[config.mk]
export PLATFORM = sky130hd
export DESIGN_NAME = rtc_access_sched
export DESIGN_NICKNAME = d
export VERILOG_FILES = /design/src/rtl/rtc_access_sched.sv
export SDC_FILE = /design/constraint.sdc
export NUM_CORES = 1
export LEC_CHECK = 0
export ABC_AREA = 1
export ABC_CLOCK_PERIOD_IN_PS = 4200
export BUFFER_PORTS_ARGS = -buffer_cell sky130_fd_sc_hd__buf_4
export CAP_MARGIN = 10
export CORE_UTILIZATION = 43
export DETAILED_ROUTE_END_ITERATION = 6
export PLACE_DENSITY = 0.62
export SLEW_MARGIN = 0
export SYNTH_ARGS = -nofsm -noshare
export SYNTH_HDL_FRONTEND = slang
export SYNTH_SLANG_ARGS = --single-unit
[constraint.sdc]
create_clock -name clk -period 4.2 [get_ports clk]
set_clock_uncertainty 0.15 [all_clocks]
set_input_delay 1.26 -clock clk [delete_from_list [all_inputs] [get_ports clk]]
set_output_delay 1.26 -clock clk [all_outputs]
set_load 0.02 [all_outputs]
[src/rtl/rtc_access_sched.sv]
// DS1302 access sequencer: arbitrates periodic 3-byte time polls against key-driven time-set writes
// and drives the byte-level serial engine one command at a time (ISSUE waits on eng_busy, WAIT on eng_done).
module rtc_access_sched #(
  parameter int POLL_CYCLES    = 12_500_000,
  parameter int TIMEOUT_CYCLES = 4096
) (
  input  logic       clk,
  input  logic       rst,
  input  logic       wr_req,
  input  logic [7:0] wr_sec,
  input  logic [7:0] wr_min,
  input  logic [7:0] wr_hour,
  output logic       wr_ack,
  output logic       eng_start,
  output logic [7:0] eng_cmd,
  output logic [7:0] eng_wdata,
  input  logic       eng_busy,
  input  logic       eng_done,
  input  logic [7:0] eng_rdata,
  output logic [7:0] time_sec,
  output logic [7:0] time_min,
  output logic [7:0] time_hour,
  output logic       time_valid,
  output logic       busy,
  output logic       err
);

  localparam int PW = (POLL_CYCLES > 2) ? $clog2(POLL_CYCLES) : 1;
  localparam int TW = $clog2(TIMEOUT_CYCLES) + 1;

  typedef enum logic [1:0] {IDLE, ISSUE, WAIT} state_t;

  state_t        state;
  logic [PW-1:0] poll_cnt;
  logic [TW-1:0] tmo_cnt;
  logic          poll_pend;
  logic          wr_pend;
  logic          seq_wr;
  logic [2:0]    step;
  logic [7:0]    sh_sec, sh_min, sh_hour;
  logic [7:0]    wk_sec, wk_min, wk_hour;
  logic [7:0]    rd_sec, rd_min;
  logic [7:0]    next_cmd, next_wdata;
  logic          last_step;

  // Command/data for the current step of the active sequence
  always_comb begin
    next_cmd   = 8'h00;
    next_wdata = 8'h00;
    if (seq_wr) begin
      case (step)
        3'd0:    begin next_cmd = 8'h8E; next_wdata = 8'h00;            end
        3'd1:    begin next_cmd = 8'h80; next_wdata = wk_sec & 8'h7F;   end
        3'd2:    begin next_cmd = 8'h82; next_wdata = wk_min;           end
        3'd3:    begin next_cmd = 8'h84; next_wdata = wk_hour & 8'h3F;  end
        default: begin next_cmd = 8'h8E; next_wdata = 8'h80;            end
      endcase
    end else begin
      case (step)
        3'd0:    next_cmd = 8'h81;
        3'd1:    next_cmd = 8'h83;
        default: next_cmd = 8'h85;
      endcase
    end
  end

  assign last_step = seq_wr ? (step == 3'd4) : (step == 3'd2);

  always_ff @(posedge clk or negedge rst) begin
    if (!rst) begin
      state      <= IDLE;
      poll_cnt   <= PW'(POLL_CYCLES - 1);
      tmo_cnt    <= '0;
      poll_pend  <= 1'b1;
      wr_pend    <= 1'b0;
      seq_wr     <= 1'b0;
      step       <= 3'd0;
      sh_sec     <= 8'h00;
      sh_min     <= 8'h00;
      sh_hour    <= 8'h00;
      wk_sec     <= 8'h00;
      wk_min     <= 8'h00;
      wk_hour    <= 8'h00;
      rd_sec     <= 8'h00;
      rd_min     <= 8'h00;
      wr_ack     <= 1'b0;
      eng_start  <= 1'b0;
      eng_cmd    <= 8'h00;
      eng_wdata  <= 8'h00;
      time_sec   <= 8'h00;
      time_min   <= 8'h00;
      time_hour  <= 8'h00;
      time_valid <= 1'b0;
      busy       <= 1'b0;
      err        <= 1'b0;
    end else begin
      wr_ack     <= 1'b0;
      eng_start  <= 1'b0;
      time_valid <= 1'b0;
      err        <= 1'b0;

      case (state)
        IDLE: begin
          step    <= 3'd0;
          if (wr_pend) begin
            seq_wr  <= 1'b1;
            wr_pend <= 1'b0;
            wk_sec  <= sh_sec;
            wk_min  <= sh_min;
            wk_hour <= sh_hour;
            busy    <= 1'b1;
            state   <= ISSUE;
          end else if (poll_pend) begin
            seq_wr    <= 1'b0;
            poll_pend <= 1'b0;
            busy      <= 1'b1;
            state     <= ISSUE;
          end
        end
        ISSUE: begin
          if (!eng_busy) begin
            eng_start <= 1'b1;
            eng_cmd   <= next_cmd;
            eng_wdata <= next_wdata;
            tmo_cnt   <= '0;
            state     <= WAIT;
          end
        end
        WAIT: begin
          if (eng_done) begin
            if (!seq_wr) begin
              if (step == 3'd0) rd_sec <= eng_rdata;
              if (step == 3'd1) rd_min <= eng_rdata;
            end
            if (last_step) begin
              busy  <= 1'b0;
              state <= IDLE;
              if (seq_wr) begin
                wr_ack <= 1'b1;
              end else begin
                // All three fields land together so the display never shows a torn time
                time_sec   <= rd_sec & 8'h7F;
                time_min   <= rd_min & 8'h7F;
                time_hour  <= eng_rdata & 8'h3F;
                time_valid <= 1'b1;
              end
            end else begin
              step  <= step + 3'd1;
              state <= ISSUE;
            end
          end else if (tmo_cnt == TW'(TIMEOUT_CYCLES - 1)) begin
            err   <= 1'b1;
            busy  <= 1'b0;
            state <= IDLE;
          end else begin
            tmo_cnt <= tmo_cnt + TW'(1);
          end
        end
        default: state <= IDLE;
      endcase

      // Placed after the FSM so a same-cycle set beats the IDLE clear
      if (poll_cnt == '0) begin
        poll_cnt  <= PW'(POLL_CYCLES - 1);
        poll_pend <= 1'b1;
      end else begin
        poll_cnt <= poll_cnt - PW'(1);
      end

      if (wr_req) begin
        sh_sec  <= wr_sec;
        sh_min  <= wr_min;
        sh_hour <= wr_hour;
        wr_pend <= 1'b1;
      end
    end
  end

endmodule

After elaboration in Yosys (flattened, before gate mapping)
Index checks and enable logic that the tools add are counted.

storage, ports and cells
  flip-flop bits (word level) = 142
  input bits = 37
  output and inout bits = 45
  logic and storage cells = 112

operators by class
  add/subtract/negate cells = 3
  eq/ne operators = 16
  mux-type cells = 47
  bitwise operators = 2
  reduce and logical (&&, ||, !) cells = 19

operators with widths
  cell                                                                      count
  13-bit two-way mux                                                        3
  8-bit case mux with 4 select lines                                        1
  1-bit two-way mux                                                         27
  13-bit case mux with 2 select lines                                       1
  24-bit zero test                                                          1
  24-bit two-way mux                                                        1
  24-bit by 1-bit subtractor with 24-bit output (second input constant)     1
  4-bit AND reduction                                                       5
  13-bit by 1-bit adder with 13-bit output (second input constant)          1
  13-bit by 12-bit equality test with 1-bit output (second input constant)  1
  3-bit case mux with 2 select lines                                        2
  4-bit case mux with 3 select lines                                        1
  2-bit two-way mux                                                         5
  2-bit inequality test (second input constant)                             5
  2-bit nonzero test                                                        5
  3-bit inequality test (second input constant)                             3
  8-bit two-way mux                                                         1
  2-bit AND reduction                                                       4
  3-bit by 2-bit equality test with 1-bit output (second input constant)    2
  3-bit two-way mux                                                         2
  2-bit case mux with 3 select lines                                        1
  3-bit AND reduction                                                       2
  4-bit two-way mux                                                         1
  3-bit by 1-bit adder with 3-bit output (second input constant)            1
  other kinds (9)                                                           10

Depth between registers and ports, before layout
  word-level depth = 5
  depth in mapped cells = 11

Worst setup path after synthesis
No wires, ideal clock.

  path kind = input -> register
  start point = input port eng_busy
  end point = register tmo_cnt[10]
  setup time = 117 ps
  data arrival time = 1847 ps
  required time = 3933 ps
  slack = 2086 ps
  cell stages on the path = 5
  buffers on the path = 1
  path through = nor2_2 inv_2 clkbuf_1 nand3_1 nand2_1

on the way
  longest elaborated chain between the ends = 2

RTL lines
  item                             RTL line  text
  start: declaration               17        input logic eng_busy,
  2-bit inequality test (no line)  --
  4-bit AND reduction (no line)    --
  end signal: assignment           156       tmo_cnt <= tmo_cnt + TW'(1);
  end: declaration                 35        logic [TW-1:0] tmo_cnt;

No other way between the ends.
A chain may end at the register's enable or synchronous reset.

Worst setup path after layout
  start point = register eng_wdata[5]
  end point = output port eng_wdata[5]

RTL lines
  item                      RTL line  text
  start: declaration        16        output logic [7:0] eng_wdata,
  start signal: assignment  124       eng_wdata <= next_wdata;

No word-level cell between the ends.

==> flow_summary.yaml <==
outcome:
  status: "finished clean"
route:
  drc: 0
  dr_total_vias: 5072
  wl_per_cell_um: 12.8
  drtPass1Iterations: 4
  wl_um: 13400
  detail-route-antenna-nets: 0
  via_per_inst: 4.86
  drt_iter0_drc: 313
clock_network:
  post-cts-setup-buffers: 0
  clk_latency_ps: 420
  ctsHoldBuffers: 0
  cts_root_buffer: "clkbuf_16"
  clk_pin_slew_ps: 60
  cts_htree_levels: 4
  clock_sinks: 139
  cts_buffers: 17
  cts_tree: "done"
  clockBufferDepth: 2
  cts_resized: 0
timing:
  worstMarginPinSlew_ps: 1140
  hold_violations: 0
  final_max_slew_viol_count: 0
  hold_slack_ps: 303
  maxSlewHeadroom: 0.237
  finalCriticalPeriod_ps: 2410
  period_share: 0.573
  rsz0062_at_grt: "false"
  setup_slack_ps: 1790
  fmax_mhz: 416
  setup_viol: 0
  fin_tns_setup_ps: 0
cells_and_area:
  fin_nets: 892
  fin_cells: 1044
  synthToLayoutAreaGrowth_pct: 18.5
  drive_above_1_share: 0.184
  antenna_cells: 0
synthesis:
  synth_cell_types: 36
  async_flop_share: 1.00
  synth_edf_count: 0
  yosysWarningCount: 0
  yosys-top-cells-area: "dfrtp_1 47%, nand2_1 15%, dfstp_2 6.9%"
  synth-simple-area-share: 0.286
  synthXorXnorAreaFrac: 0.00680
  synth_seq_cells: 139
  synth-compound-area-share: 0.0727
  synth_most_common_cell: "nand2_1"
  synth_top_area_frac: 0.474
  synthCells: 776
  synth_top_family_by_area: "simple AND/OR/NAND/NOR gates"
  synthMuxAreaShare: 0
  seq_area_frac_synth: 0.544
  yosysTopAreaCell: "dfrtp_1"
  synth_common_cells: "254 x nand2_1, 122 x dfrtp_1, 74 x inv_1"
  synth.cell_area_um2: 6440
  synth_top_flop_cell: "dfrtp_1"
  synth-adder-area-share: 0.0155
  synth_area_per_cell_um2: 8.30
global_routing:
  grt_util_all_layers: 0.187
  grt_overflow: 0
  grt_pass1_vias: 4958
  antenna_found_initial: 0
  grt_pass1_wl_um: 23300
  grt_max_degree: 63
die:
  rows: 44
  fp.coreArea_um2: 14600
  die-width_um: 124
  start_util: 0.441
  die_h_um: 124
  fp.dieArea_um2: 15500
  pin_count: 82
worst_setup_path:
  cp_cell_sequence: "buf_4"
  path_buf_inv: 1
  start_kind: "flop"
  cp_max_fo: 2
  cp.required_ps: 2790
  arrival_ps: 1000
  crit_type: "flop to output pin"
  crit_family: "flip-flops"
  slowest_stage: "dfrtp_1"
  end_kind: "output pin"
  max_stage_delay_ps: 410
place:
  gp_congestion: 0.874
  dp_hpwl_um: 9480
  place_ws_ps: 1580
  io_buffers: 70
  dp_cells: 1012
power_and_ir_drop:
  ir_worst_vdd_mv: 0.364
  powerDensity_nw_per_um2: 515
  leakage_uw: 0.00385
worst_hold_path:
  hp-class: "flop to flop"
run:
  max_cap_viol_count: 0
-- path summary, 6_finish.rpt --
check | startpoint | to | slack, ps | cells after the start
max in group asynchronous | rst | poll_cnt[10] | 2490 | 2
worst min-delay path | poll_cnt[0] | poll_cnt[0] | 300 | 1
worst max register to register | state[1] | wk_min[6] | 2120 | 3
worst max-delay path | eng_wdata[5] | eng_wdata[5] | 1790 | 1
min in group asynchronous | rst | tmo_cnt[9] | 620 | 1
worst min register to register | poll_cnt[0] | poll_cnt[0] | 300 | 1
-- cells in the final DEF (no fill, tap or decap), types with 17 or more instances in the layout --
master / Yosys / layout
buf_4: 7 / 71
nand3_1: 64 / 64
dfstp_2: 17 / 17
dfrtp_1: 122 / 122
clkbuf_16: 0 / 17
o21ai_1: 20 / 20
nand2_1: 254 / 254
inv_1: 74 / 74
nor2_1: 59 / 59
o21ai_0: 56 / 56
-- power breakdown --
part / internal [uW] / switching, uW / total, uW
combinational: 284 / 549 / 833
clock: 796 / 551 / 1350
sequential: 1580 / 167 / 1750
total: 2660 / 1270 / 3930
-- routing by layer --
| layer | GRT usage | vias to the layer above | wire, um |
|---|---|---|---|
| li1 | - | 2574 | - |
| met1 | 0.248 | 2393 | 6560 |
| met2 | 0.293 | 85 | 6160 |
| met3 | 0.0477 | 20 | 408 |
| met4 | 0.0702 | 0 | 264 |
| met5 | 0 | - | 0 |
-- flip-flops by register name, indices dropped and copies added (netlist names), 2 cells and up --
register / count
poll_cnt: 24
tmo_cnt: 13
eng_wdata: 8
sh_min: 8
wk_min: 8
rd_min: 7
rd_sec: 7
sh_sec: 7
time_min: 7
time_sec: 7
wk_sec: 7
sh_hour: 6
time_hour: 6
wk_hour: 6
eng_cmd: 5
step: 3
state: 2
-- area by class of cell --
cell class                      instances  area [um2]
Clock inverter                         11        70.1
Tap cell                              184         230
Inverter                               83         315
Sequential cell                       139        3500
Clock buffer                           21         470
Multi-Input combinational cell        533        2480
Timing Repair Buffer                   73         564
Fill cell                            1374        6960
-- stage by stage --
step                      cell area (um2)  utilization  total power [uW]
final                                7630        0.523              3930
after global routing                 7630        0.523              4170
after CTS                            7630        0.523              3980
after detailed placement             7090        0.486              2610
after global placement               7090        0.486              2580
after floorplan                      6460            -              2310
-- cell families after synthesis --
family / Yosys count
xor+xnor: 5
fa+ha+maj: 8
compound gates: 91
other cells: 1
flops: 139
simple gates: 422
buf+inv: 110
(Power assumes the default switching activity.)
